**config.mk**
```make
export PLATFORM = sky130hd
export DESIGN_NAME = fetch_ctrl_flat
export DESIGN_NICKNAME = d
export VERILOG_FILES = /design/src/rtl/fetch_ctrl_if.sv /design/src/rtl/fetch_ctrl.sv /design/src/flat_wrapper.sv
export SDC_FILE = /design/constraint.sdc
export NUM_CORES = 1
export LEC_CHECK = 0
export ABC_AREA = 1
export BUFFER_PORTS_ARGS = -buffer_cell sky130_fd_sc_hd__buf_2
export CORE_MARGIN = 2
export CORE_UTILIZATION = 40
export CTS_CLUSTER_SIZE = 24
export DETAILED_ROUTE_END_ITERATION = 10
export GPL_TIMING_DRIVEN = 0
export PLACE_DENSITY_LB_ADDON = 0.2
export SYNTH_ARGS = -nofsm -noshare
export SYNTH_HDL_FRONTEND = slang
export SYNTH_SLANG_ARGS = --single-unit
```
**constraint.sdc**
```tcl
create_clock -name clk -period 2.6 [get_ports clk]
set_clock_uncertainty 0.05 [all_clocks]
set_input_delay 0.26 -clock clk [delete_from_list [all_inputs] [get_ports clk]]
set_output_delay 0.26 -clock clk [all_outputs]
set_load 0.01 [all_outputs]
```
**src/rtl/fetch_ctrl_if.sv**
```systemverilog
`default_nettype none
// +----------------------------------------------------------------------------+
// | Module   : fetch_ctrl_if                                                    |
// | Brief    : Icache request/response, queue push and redirect bundle.         |
// | Revision : 1.0                                                              |
// +----------------------------------------------------------------------------+
interface fetch_ctrl_if #(
    parameter int PC_W  = 32,
    parameter int INS_W = 32
);
    logic             icache_req;
    logic [PC_W-1:0]  icache_addr;
    logic             icache_valid;
    logic [INS_W-1:0] icache_ins;
    logic             insq_full;
    logic             push;
    logic [INS_W-1:0] push_ins;
    logic [PC_W-1:0]  push_pc;
    logic             jump_en;
    logic [PC_W-1:0]  jump_pc;
    logic             insq_clear;

    modport master (
        output icache_req, icache_addr, push, push_ins, push_pc, insq_clear,
        input  icache_valid, icache_ins, insq_full, jump_en, jump_pc
    );

    modport slave (
        input  icache_req, icache_addr, push, push_ins, push_pc, insq_clear,
        output icache_valid, icache_ins, insq_full, jump_en, jump_pc
    );
endinterface
`default_nettype wire

```
**src/rtl/fetch_ctrl.sv**
```systemverilog
`default_nettype none
// +----------------------------------------------------------------------------+
// | Module   : fetch_ctrl                                                       |
// | Brief    : Single-outstanding instruction fetch sequencer with redirect.    |
// | Revision : 1.0                                                              |
// +----------------------------------------------------------------------------+
module fetch_ctrl #(
    parameter int              PC_W     = 32,
    parameter int              INS_W    = 32,
    parameter logic [PC_W-1:0] RESET_PC = '0
) (
    input  wire logic       clk,
    input  wire logic       reset,
    input  wire logic       ready,
    fetch_ctrl_if.master    bus
);

    localparam logic [1:0] c_IDLE = 2'd0;
    localparam logic [1:0] c_WAIT = 2'd1;
    localparam logic [1:0] c_HOLD = 2'd2;
    localparam logic [1:0] c_DROP = 2'd3;

    logic [1:0]       state_q,       state_d;
    logic [PC_W-1:0]  pc_q,          pc_d;
    logic [INS_W-1:0] held_q,        held_d;
    logic             icache_req_q,  icache_req_d;
    logic [PC_W-1:0]  icache_addr_q, icache_addr_d;
    logic             push_q,        push_d;
    logic [INS_W-1:0] push_ins_q,    push_ins_d;
    logic [PC_W-1:0]  push_pc_q,     push_pc_d;
    logic             insq_clear_q,  insq_clear_d;

    logic [PC_W-1:0]  w_pc_inc;

    assign w_pc_inc = pc_q + PC_W'(4);

    always_ff @(posedge clk or negedge reset) begin
        if (!reset) begin
            state_q       <= c_IDLE;
            pc_q          <= RESET_PC;
            held_q        <= '0;
            icache_req_q  <= 1'b0;
            icache_addr_q <= '0;
            push_q        <= 1'b0;
            push_ins_q    <= '0;
            push_pc_q     <= '0;
            insq_clear_q  <= 1'b0;
        end else begin
            state_q       <= state_d;
            pc_q          <= pc_d;
            held_q        <= held_d;
            icache_req_q  <= icache_req_d;
            icache_addr_q <= icache_addr_d;
            push_q        <= push_d;
            push_ins_q    <= push_ins_d;
            push_pc_q     <= push_pc_d;
            insq_clear_q  <= insq_clear_d;
        end
    end

    always_comb begin
        state_d = state_q;
        if (ready) begin
            if (bus.jump_en) begin
                case (state_q)
                    c_WAIT:  state_d = bus.icache_valid ? c_IDLE : c_DROP;
                    c_DROP:  state_d = c_DROP;
                    default: state_d = c_IDLE;
                endcase
            end else begin
                case (state_q)
                    c_IDLE: if (!bus.insq_full) state_d = c_WAIT;
                    c_WAIT: if (bus.icache_valid) state_d = bus.insq_full ? c_HOLD : c_WAIT;
                    c_HOLD: if (!bus.insq_full) state_d = c_WAIT;
                    default: if (bus.icache_valid) state_d = c_IDLE;
                endcase
            end
        end
    end

    always_comb begin
        pc_d          = pc_q;
        held_d        = held_q;
        icache_req_d  = icache_req_q;
        icache_addr_d = icache_addr_q;
        push_d        = 1'b0;
        push_ins_d    = push_ins_q;
        push_pc_d     = push_pc_q;
        insq_clear_d  = 1'b0;
        if (ready) begin
            if (bus.jump_en) begin
                pc_d         = bus.jump_pc;
                insq_clear_d = 1'b1;
                // A redirect out of DROP keeps the stale request open until it returns.
                if (state_d == c_IDLE) icache_req_d = 1'b0;
            end else begin
                case (state_q)
                    c_IDLE: begin
                        if (!bus.insq_full) begin
                            icache_req_d  = 1'b1;
                            icache_addr_d = pc_q;
                        end
                    end
                    c_WAIT: begin
                        if (bus.icache_valid) begin
                            if (!bus.insq_full) begin
                                push_d        = 1'b1;
                                push_ins_d    = bus.icache_ins;
                                push_pc_d     = pc_q;
                                pc_d          = w_pc_inc;
                                icache_addr_d = w_pc_inc;
                            end else begin
                                held_d       = bus.icache_ins;
                                icache_req_d = 1'b0;
                            end
                        end
                    end
                    c_HOLD: begin
                        if (!bus.insq_full) begin
                            push_d        = 1'b1;
                            push_ins_d    = held_q;
                            push_pc_d     = pc_q;
                            pc_d          = w_pc_inc;
                            icache_req_d  = 1'b1;
                            icache_addr_d = w_pc_inc;
                        end
                    end
                    default: begin
                        if (bus.icache_valid) icache_req_d = 1'b0;
                    end
                endcase
            end
        end
    end

    assign bus.icache_req  = icache_req_q;
    assign bus.icache_addr = icache_addr_q;
    assign bus.push        = push_q;
    assign bus.push_ins    = push_ins_q;
    assign bus.push_pc     = push_pc_q;
    assign bus.insq_clear  = insq_clear_q;

endmodule
`default_nettype wire

```
**src/flat_wrapper.sv**
```systemverilog
// flat-port wrapper written by rule: the top's interface ports become plain ports
module fetch_ctrl_flat 
#(
    parameter int              PC_W     = 32,
    parameter int              INS_W    = 32,
    parameter logic [PC_W-1:0] RESET_PC = '0
)
  (clk, reset, ready, bus_icache_req, bus_icache_addr, bus_push, bus_push_ins, bus_push_pc, bus_insq_clear, bus_icache_valid, bus_icache_ins, bus_insq_full, bus_jump_en, bus_jump_pc);
  fetch_ctrl_if #(.PC_W(PC_W), .INS_W(INS_W)) bus_i ();
  input  wire logic clk;
  input  wire logic reset;
  input  wire logic ready;
  output wire logic [$bits(bus_i.icache_req)-1:0] bus_icache_req;
  output wire logic [$bits(bus_i.icache_addr)-1:0] bus_icache_addr;
  output wire logic [$bits(bus_i.push)-1:0] bus_push;
  output wire logic [$bits(bus_i.push_ins)-1:0] bus_push_ins;
  output wire logic [$bits(bus_i.push_pc)-1:0] bus_push_pc;
  output wire logic [$bits(bus_i.insq_clear)-1:0] bus_insq_clear;
  input wire logic [$bits(bus_i.icache_valid)-1:0] bus_icache_valid;
  input wire logic [$bits(bus_i.icache_ins)-1:0] bus_icache_ins;
  input wire logic [$bits(bus_i.insq_full)-1:0] bus_insq_full;
  input wire logic [$bits(bus_i.jump_en)-1:0] bus_jump_en;
  input wire logic [$bits(bus_i.jump_pc)-1:0] bus_jump_pc;
  assign bus_icache_req = bus_i.icache_req;
  assign bus_icache_addr = bus_i.icache_addr;
  assign bus_push = bus_i.push;
  assign bus_push_ins = bus_i.push_ins;
  assign bus_push_pc = bus_i.push_pc;
  assign bus_insq_clear = bus_i.insq_clear;
  assign bus_i.icache_valid = bus_icache_valid;
  assign bus_i.icache_ins = bus_icache_ins;
  assign bus_i.insq_full = bus_insq_full;
  assign bus_i.jump_en = bus_jump_en;
  assign bus_i.jump_pc = bus_jump_pc;
  fetch_ctrl #(.PC_W(PC_W), .INS_W(INS_W), .RESET_PC(RESET_PC)) u_core (.clk(clk), .reset(reset), .ready(ready), .bus(bus_i));
endmodule
```
==> results of run 1 <==
[power breakdown]
part	total (mW)	leakage [nW]	switching, mW	internal [mW]
clock	2.59	0.290	1.21	1.38
combinational	3.80	2.57	2.36	1.44
sequential	4.31	2.01	0.679	3.64
[registers in the layout, summed over array words and instances (netlist names)]
signal	cells
u_core.bus.push_pc	32
u_core.bus.push_ins	32
u_core.held_q	32
u_core.state_q	2
u_core.bus.push	1
u_core.pc_q	32
u_core.bus.icache_addr	32
u_core.bus.icache_req	1
u_core.bus.insq_clear	1
[metrics by stage]
step / setup slack, ns / total power, mW / instances
finish: 0.0982 / 10.7 / 1476
CTS: 0.0241 / 10.8 / 1476
floorplan: 0.646 / 6.56 / 1008
global route: -0.0633 / 11.5 / 1476
detailed placement: -0.0303 / 8.15 / 1441
global placement: -1.48 / 8.07 / 1440
[path summary, 6_finish.rpt]
path                                            start                          to  slack (ns)  cells after the start
max                                 u_core.state_q[0]  u_core.bus.icache_addr[19]         0.1                      7
min                                    bus_jump_pc[6]              u_core.pc_q[6]        0.03                      3
max reg2reg                         u_core.state_q[0]  u_core.bus.icache_addr[19]         0.1                      7
min reg2reg                u_core.bus.icache_addr[19]  u_core.bus.icache_addr[19]        0.43                      2
max in group asynchronous                       reset             u_core.pc_q[21]        1.32                      3
min in group asynchronous                       reset              u_core.pc_q[1]        0.26                      2
[cells in the mapped netlist, types with 7 or more instances]
cell type	count	area share, %
buf_2	7	0.43
o22ai_1	9	0.70
inv_1	84	3.9
xor2_1	12	1.3
nand2_1	217	10
o21ai_0	106	6.6
a21oi_2	28	3.0
clkbuf_1	29	1.3
a21oi_1	81	5.0
buf_1	7	0.33
nor2_1	144	6.7
nand3_1	52	3.2
o21ai_1	7	0.43
dfrtp_1	165	51
nor3_1	14	0.87
[tightest hold or removal path, delay by kind of cell]
| kind | cells | cell delay [ns] |
|---|---|---|
| buffers and inverters | 1 | 0.08 |
| AO/OA/AOI/OAI | 2 | 0.13 |
[logic make-up (layout without fill, tap and decap cells)]
group | Yosys count | after routing
AO/OA/AOI/OAI | 244 | 244
AND/OR/NAND/NOR | 439 | 439
buffers and inverters | 139 | 341
XOR/XNOR | 14 | 14
multiplexers | 1 | 1
flip-flops | 165 | 165
other | 0 | 1
adder cells (fa/ha/maj) | 6 | 6
[layer usage]
layer / track usage, % / vias up / share of wire, %
met5: 0 / - / 0
met4: 8.35 / 0 / 2.6
met3: 4.81 / 42 / 5.8
met2: 37.1 / 280 / 45
met1: 33.6 / 3527 / 46
li1: - / 3667 / -
[final cells by class]
| type | instances | area, um^2 |
|---|---|---|
| diodes | 1 | 2.50 |
| plain buffers | 49 | 240 |
| clock buffers | 17 | 425 |
| clock inverters | 15 | 178 |
| fillers | 1975 | 9740 |
| inverters | 89 | 335 |
| multi-input cells | 704 | 3370 |
| flip-flops and latches | 165 | 4130 |
| well taps | 265 | 332 |
| repair buffers | 171 | 903 |
[timing repair]
item                                    in CTS  in global routing
hold buffers                                 3                  0
gates resized for setup                      2                  5
gates cloned                                 0                  0
endpoints found under the setup margin       7                 25
endpoints found under the hold margin       51                  0
==> impl_metrics.json, run 1 <==
{
  "outcome": "finished clean",
  "p_per_area_nw_per_um2": 1080,
  "path_max_fanout": 10,
  "cp.required_ns": 2.86,
  "critPathCaptureType": "register",
  "clock_latency_ns": 0.44,
  "yosysSeqAreaShare_pct": 51.1,
  "async_reset_ff_share_pct": 100,
  "ys_seq_elements": 165,
  "crit_path_start_kind": "register",
  "grt_max_degree": 117,
  "layout_common_cells": "nand2_1, buf_2, dfrtp_1, nor2_1, o21ai_0",
  "syn_nets": 1084,
  "die-area_um2": 21300,
  "syn_area_um2": 8070,
  "start_util_pct": 41.1,
  "synth_top_flop_cell": "dfrtp_1",
  "synth_compound_area_share_pct": 17.2,
  "cts_setup_buffers": 0,
  "h-tree-depth": 4,
  "synth.distinct_cells": 32,
  "antenna_found_initial": 1,
  "ys_warn_count": 0,
  "postPlaceCellArea_um2": 9280,
  "drtPass1Iterations": 5,
  "place_congestion": 0.956,
  "synth_simple_gate_area_share_pct": 21.9,
  "portBuffers": 167,
  "pin_count": 169,
  "core_um2": 19700,
  "clk_pin_slew_ns": 0.07,
  "finalInstanceArea_um2": 9910,
  "cts_sinks": 165,
  "grt_usage_pct": 23.9,
  "via_per_inst": 5.09,
  "p_leak_nw": 4.87,
  "fin_crit_ns": 2.50,
  "worst_hold_path_type": "in2reg",
  "critPathKind": "reg2reg",
  "final-hold-violation-count": 0,
  "worstPathCellList": "inv_1, ha_1, buf_2, clkinv_1, clkbuf_1, o21ai_1, nand2_1",
  "cts_tree": "done",
  "critical-path-top-delay-family": "buffers and inverters",
  "drive_above_1_share_pct": 21.0,
  "hold_ws_ns": 0.0298,
  "area_growth_pct": 22.8,
  "critPathBufInv": 4,
  "wirelength_um": 24500,
  "vias": 7516,
  "avgSynthCellArea_um2": 8.01,
  "syn_inst": 1008,
  "synth_edf_count": 0,
  "die_y_um": 146,
  "synth_top_family_by_area": "simple AND/OR/NAND/NOR gates",
  "slew_viol_final": 0,
  "cts.path.max_buffers": 2,
  "rsz0062_at_grt": "true",
  "final_util_pct": 50.4,
  "grt_pass1_wl_um": 40400,
  "max_stage_delay_ns": 0.44,
  "maxCapViolations": 0,
  "fmax_ghz": 0.400,
  "setup_viol": 0,
  "tightestPinTransition_ns": 0.888,
  "synth-adder-area-share_pct": 0.930,
  "max-vdd-ir-drop_mv": 0.487,
  "slew_headroom_pct": 40.6,
  "ant_nets": 0,
  "synthMuxAreaShare_pct": 0.139,
  "synth-xor-area-share_pct": 1.52,
  "cts_root_buf": "clkbuf_16",
  "routedWlPerCell_um": 16.6,
  "numCtsBuffers": 17,
  "final.setup.tns_ns": 0,
  "post-route-drc-count": 0,
  "arrival_ns": 2.76,
  "grt_pass1_vias": 7525,
  "fp.dieW_um": 146,
  "drtIter0Drc": 518,
  "layout_commonest_cell": "nand2_1",
  "row_count": 51,
  "hpwl_um": 17700,
  "nNetsFinal": 1273,
  "finalCritPeriodShare_pct": 96.2,
  "gr-total-overflow": 0,
  "slowest_stage": "o21ai_1"
}
Power figures use the tool's default switching activity.
==> run 2, diff against run 1 <==
--- a/config.mk
+++ b/config.mk
@@ -8,7 +8,7 @@
 export ABC_AREA = 1
 export BUFFER_PORTS_ARGS = -buffer_cell sky130_fd_sc_hd__buf_2
 export CORE_MARGIN = 2
-export CORE_UTILIZATION = 40
+export CORE_UTILIZATION = 50
 export CTS_CLUSTER_SIZE = 24
 export DETAILED_ROUTE_END_ITERATION = 10
 export GPL_TIMING_DRIVEN = 0
==> run 2 against run 1 <==
  * Final cell count is 3.3% lower
  * Fmax is 2.2% higher
  * Hold slack got worse by 0.0046 ns
  * Critical path depth grew 2
  * Routed wire length shrank 6.7%
  * Design area shrank 0.78%
  * Clock-buffer cell count grew 1
  * Via count grew 0.37%
  * Core utilization increased by 12 points
  * Highest routed layer unchanged
==> impl_metrics.json, run 2 (same netlist as run 1, synthesis figures left out) <==
{
  "pin_count": 169,
  "via_per_inst": 5.29,
  "cp.required_ns": 2.88,
  "power.total_mw": 10.6,
  "finalCritPeriodShare_pct": 94.2,
  "setup_viol": 0,
  "pwr-share-clk_pct": 23.6,
  "area_growth_pct": 21.8,
  "worst_hold_path_type": "in2reg",
  "clock_latency_ns": 0.44,
  "regToRegStartpoint": "u_core.state_q[0]",
  "critPathKind": "reg2reg",
  "crit_path_start_kind": "register",
  "cts_tree": "done",
  "p_per_area_nw_per_um2": 1080,
  "fill_cells": 1453,
  "grt_pass1_wl_um": 35300,
  "hold_ws_ns": 0.0252,
  "drtPass1Iterations": 5,
  "grt_pass1_vias": 6866,
  "holdPathStages": 3,
  "grt_usage_pct": 27.1,
  "fin_crit_ns": 2.45,
  "drive_above_1_share_pct": 21.1,
  "p_sw_share_pct": 39.1,
  "ant_nets": 0,
  "fp.dieW_um": 131,
  "portBuffers": 167,
  "critPathLaunch": "u_core.state_q[0]",
  "r2r_cells": 9,
  "place_congestion": 0.910,
  "die_y_um": 131,
  "timing.final.ws_setup_ns": 0.151,
  "slew_viol_final": 0,
  "gr-total-overflow": 0,
  "cell_internal_pwr_mw": 6.45,
  "rsz0062_at_grt": "false",
  "seqPwrFrac_pct": 40.9,
  "layout_common_cells": "nand2_1, buf_2, dfrtp_1, nor2_1, o21ai_0",
  "cts.path.max_buffers": 2,
  "wirelength_um": 22900,
  "hpwl_um": 16500,
  "switching_power_mw": 4.14,
  "drtIter0Drc": 741,
  "r2r_end": "u_core.bus.icache_addr[23]",
  "critical_path.endpoint": "u_core.bus.icache_addr[23]",
  "antenna_found_initial": 0,
  "num_antenna_cells": 0,
  "layout_commonest_cell": "nand2_1",
  "final-hold-violation-count": 0,
  "vias": 7544,
  "arrival_ns": 2.73,
  "max-vdd-ir-drop_mv": 0.569,
  "fmax_ghz": 0.408,
  "post-route-drc-count": 0,
  "nNetsFinal": 1274,
  "cts_root_buf": "clkbuf_16",
  "finalInstanceArea_um2": 9840,
  "grt_max_degree": 120,
  "routedWlPerCell_um": 16.0,
  "p_leak_nw": 4.86,
  "place_ws_ns": 0.104,
  "slew_headroom_pct": 42.2,
  "rrSetupSlack_ns": 0.15,
  "critPathCaptureType": "register",
  "postPlaceCellArea_um2": 9220,
  "start_util_pct": 51.0,
  "maxCapViolations": 0,
  "combPwrFrac_pct": 35.6,
  "row_count": 46,
  "core_um2": 15800,
  "outcome": "finished clean",
  "tightestPinTransition_ns": 0.864,
  "cts_setup_buffers": 0,
  "die-area_um2": 17200,
  "clk_pin_slew_ns": 0.07,
  "cts_sinks": 165,
  "h-tree-depth": 4,
  "path_max_fanout": 10,
  "numCtsBuffers": 17
}
==> run 2: changes by cell type in the layout (fill, tap and decap cells not counted), sizes merged <==
cell	previous run	this run
inv	96	93
clkbuf	46	48
clkinvlp	2	4
diode	1	0
==> run 2: worst min path at each step <==
stage	startpoint	to	slack (ns)
2_1_floorplan	reset	u_core.bus.icache_addr[0]	-0.09
3_3_place_gp	u_core.bus.icache_addr[0]	u_core.bus.icache_addr[0]	0.41
3_5_place_dp	reset	u_core.bus.icache_addr[1]	0.13
4_1_cts	bus_jump_pc[7]	u_core.pc_q[7]	0.02
5_1_grt	bus_icache_ins[7]	u_core.held_q[7]	0.03
6_report	bus_jump_pc[7]	u_core.pc_q[7]	0.03
==> run 2: worst max-delay path, stage by stage, from the launching register on <==
cell,delay [ns]
dfrtp_1,0.43
inv_1,0.12
ha_1,0.33
buf_2,0.26
o21ai_0,0.14
nand2_2,0.23
clkinvlp_4,0.29
buf_2,0.30
nand3_1,0.14
nand2_1,0.05
==> run 2: cell type report <==
type | instances | area [um^2] | share of cell area (%)
plain buffers | 50 | 245 | 2.49
flip-flops and latches | 165 | 4130 | 42.0
clock buffers | 18 | 439 | 4.47
multi-input cells | 704 | 3370 | 34.2
well taps | 216 | 270 | 2.75
repair buffers | 171 | 903 | 9.18
inverters | 89 | 338 | 3.43
clock inverters | 14 | 143 | 1.45
==> run 2: per-layer routing <==
metal / GRT usage (%) / routed length [um] / share of wire [%]
met4: 9.57 / 570 / 2.5
met3: 5.48 / 1520 / 6.7
met5: 0 / 0 / 0
met1: 39.2 / 10500 / 46
met2: 40.7 / 10300 / 45
==> run 2: metrics by stage <==
stage	util, %	TNS (ns)	std cells
3_3_place_gp	58.0	-226.95	1391
4_1_cts	62.1	0	1427
2_1_floorplan	-	0	1008
3_5_place_dp	58.2	0	1392
5_1_grt	62.1	0	1427
6_report	62.1	0	1427
==> run 2: power by group through the flow <==
stage	registers, mW	clock network, mW	logic (mW)
global placement	4.32	0	3.67
finish	4.33	2.50	3.77
CTS	4.31	2.52	3.77
global route	4.44	2.64	4.23
detailed placement	4.35	0	3.75
floorplan	4.60	0	1.96
==> run 2: repair_timing <==
item,4_1_cts,5_1_grt
hold buffers,3,0
resized for setup,0,7
endpoints found under the setup margin,0,13
hold endpoints to repair,48,0
==> run 3, diff against run 2 <==
--- a/config.mk
+++ b/config.mk
@@ -6,11 +6,11 @@
 export NUM_CORES = 1
 export LEC_CHECK = 0
 export ABC_AREA = 1
-export BUFFER_PORTS_ARGS = -buffer_cell sky130_fd_sc_hd__buf_2
 export CORE_MARGIN = 2
 export CORE_UTILIZATION = 50
 export CTS_CLUSTER_SIZE = 24
 export DETAILED_ROUTE_END_ITERATION = 10
+export DONT_BUFFER_PORTS = 1
 export GPL_TIMING_DRIVEN = 0
 export PLACE_DENSITY_LB_ADDON = 0.2
 export SYNTH_ARGS = -nofsm -noshare
==> run 3 against run 2 <==
  * The run now ends with negative hold slack left
  * Die area stayed put
  * Global-route usage increased by 0.40 points
  * Core utilization is 2.3 points lower
  * Sequential share of layout area is 1.6 points higher
  * Critical path depth is 2 lower
  * Fmax up 0.74%
  * Critical endpoint is now u_core.bus.icache_addr[16]
==> impl_metrics.json, run 3 (same netlist as run 1, synthesis figures left out) <==
{
  "hold_buffers": 49,
  "via_per_inst": 5.48,
  "h-tree-depth": 4,
  "crit_path_start_kind": "register",
  "arrival_ns": 2.68,
  "postPlaceCellArea_um2": 8340,
  "die-area_um2": 17200,
  "gr-total-overflow": 0,
  "final-hold-violation-count": 165,
  "critPathCaptureType": "register",
  "hold_ws_ns": -0.527,
  "p_leak_nw": 4.37,
  "cts_root_buf": "clkbuf_16",
  "layout_commonest_cell": "nand2_1",
  "row_count": 46,
  "worst_hold_path_type": "in2async",
  "grt_max_degree": 166,
  "seqCellArea_um2": 4130,
  "layout_common_cells": "nand2_1, dfrtp_1, nor2_1, o21ai_0, inv_1",
  "cts.path.max_buffers": 2,
  "fill_cells": 1469,
  "grt_pass1_wl_um": 35900,
  "start_util_pct": 51.0,
  "wirelength_um": 23200,
  "fin_crit_ns": 2.43,
  "setup_viol": 0,
  "nNetsFinal": 1154,
  "path_max_fanout": 10,
  "critPathKind": "reg2reg",
  "post-route-drc-count": 0,
  "grt_usage_pct": 27.5,
  "outcome": "finished with violations",
  "ant_nets": 0,
  "routedWlPerCell_um": 17.7,
  "vias": 7164,
  "pin_count": 169,
  "place_congestion": 0.918,
  "fp.dieW_um": 131,
  "fmax_ghz": 0.411,
  "p_per_area_nw_per_um2": 1060,
  "cts_tree": "done",
  "numCtsBuffers": 17,
  "clock_latency_ns": 0.43,
  "slew_viol_final": 0,
  "antenna_found_initial": 0,
  "maxCapViolations": 0,
  "cp.required_ns": 2.85,
  "grt_pass1_vias": 6728,
  "max-vdd-ir-drop_mv": 0.483,
  "drive_above_1_share_pct": 7.98,
  "area_growth_pct": 17.3,
  "hpwl_um": 16200,
  "violations": "negative hold slack",
  "final.setup.tns_ns": 0,
  "finalInstanceArea_um2": 9470,
  "portBuffers": 0,
  "tightestPinTransition_ns": 0.906,
  "die_y_um": 131,
  "multi_input_area_um2": 3370,
  "cts_sinks": 165,
  "rsz0062_at_grt": "false",
  "clk_pin_slew_ns": 0.06,
  "drtIter0Drc": 793,
  "finalCritPeriodShare_pct": 93.5,
  "slew_headroom_pct": 39.4,
  "core_um2": 15800,
  "drtPass1Iterations": 5
}
run 3: changes by cell type in the layout (fill, tap and decap cells not counted), moves of 2 or more:
cell           previous run  this run
buf_2                   173         7
bufinv_16                 1         3
clkbuf_1                 27        29
dlygate4sd3_1             3        49
buf_4                     0         2
clkinv_4                  4         1
inv_6                     5         2
run 3: final cells by class:
class                   instances  share of cell area (%)
flip-flops and latches        165                    43.6
multi-input cells             704                    35.6
repair buffers                 51                    5.34
clock buffers                  21                    4.86
inverters                      89                    3.57
well taps                     216                    2.85
plain buffers                  50                    2.59
clock inverters                10                    1.55
diodes                          1                  0.0264
run 3: timing repair:
item,CTS,global route
setup buffers,0,2
gates resized for setup,0,8
setup endpoints to repair,0,14
hold endpoints to repair,212,165
run 3: final timing paths:
kind / slack, ns / startpoint / cells after the start / endpoint
worst max-delay path: 0.17 / u_core.state_q[0] / 7 / u_core.bus.icache_addr[16]
min in group clk: 0.02 / bus_jump_pc[15] / 2 / u_core.pc_q[15]
max in group asynchronous: 2.70 / reset / 0 / u_core.bus.push_pc[21]
worst min register to register: 0.44 / u_core.held_q[9] / 2 / u_core.held_q[9]
worst min-delay path: -0.53 / reset / 0 / u_core.bus.push_pc[1]
worst max register to register: 0.17 / u_core.state_q[0] / 7 / u_core.bus.icache_addr[16]
run 3: routing by layer:
metal  vias to the layer above  track usage (%)  wire length (um)
met5                         -                0                 0
met4                         0             8.82               615
met3                        44             7.14              2150
met2                       317             41.5             10300
met1                      3384             38.9             10100
li1                       3419                -                 -
run 3: metrics by stage:
step,hold slack (ns),instances,utilization [%],total power [mW],setup slack [ns]
6_report,-0.527,1307,59.8,10.1,0.169
5_1_grt,-0.541,1306,59.8,10.7,0.0230
4_1_cts,-0.535,1304,59.7,10.0,0.0833
3_5_place_dp,-0.0798,1224,52.7,7.37,0.0898
3_3_place_gp,-0.0794,1224,52.7,7.29,0.0920
2_1_floorplan,-0.0856,1008,-,6.56,0.646
run 3: worst max-delay path: stages, from the launching register on:
cell      delay, ns
dfrtp_1        0.43
inv_1          0.12
ha_1           0.33
buf_2          0.26
clkinv_1       0.29
clkbuf_1       0.35
o21ai_1        0.39
nand2_1        0.08
run 3: report_power, final:
group / total (mW) / switching (mW) / internal [mW]
registers: 4.86 / 1.22 / 3.64
logic: 2.58 / 1.61 / 0.968
clock network: 2.61 / 1.05 / 1.56
total: 10.1 / 3.88 / 6.18
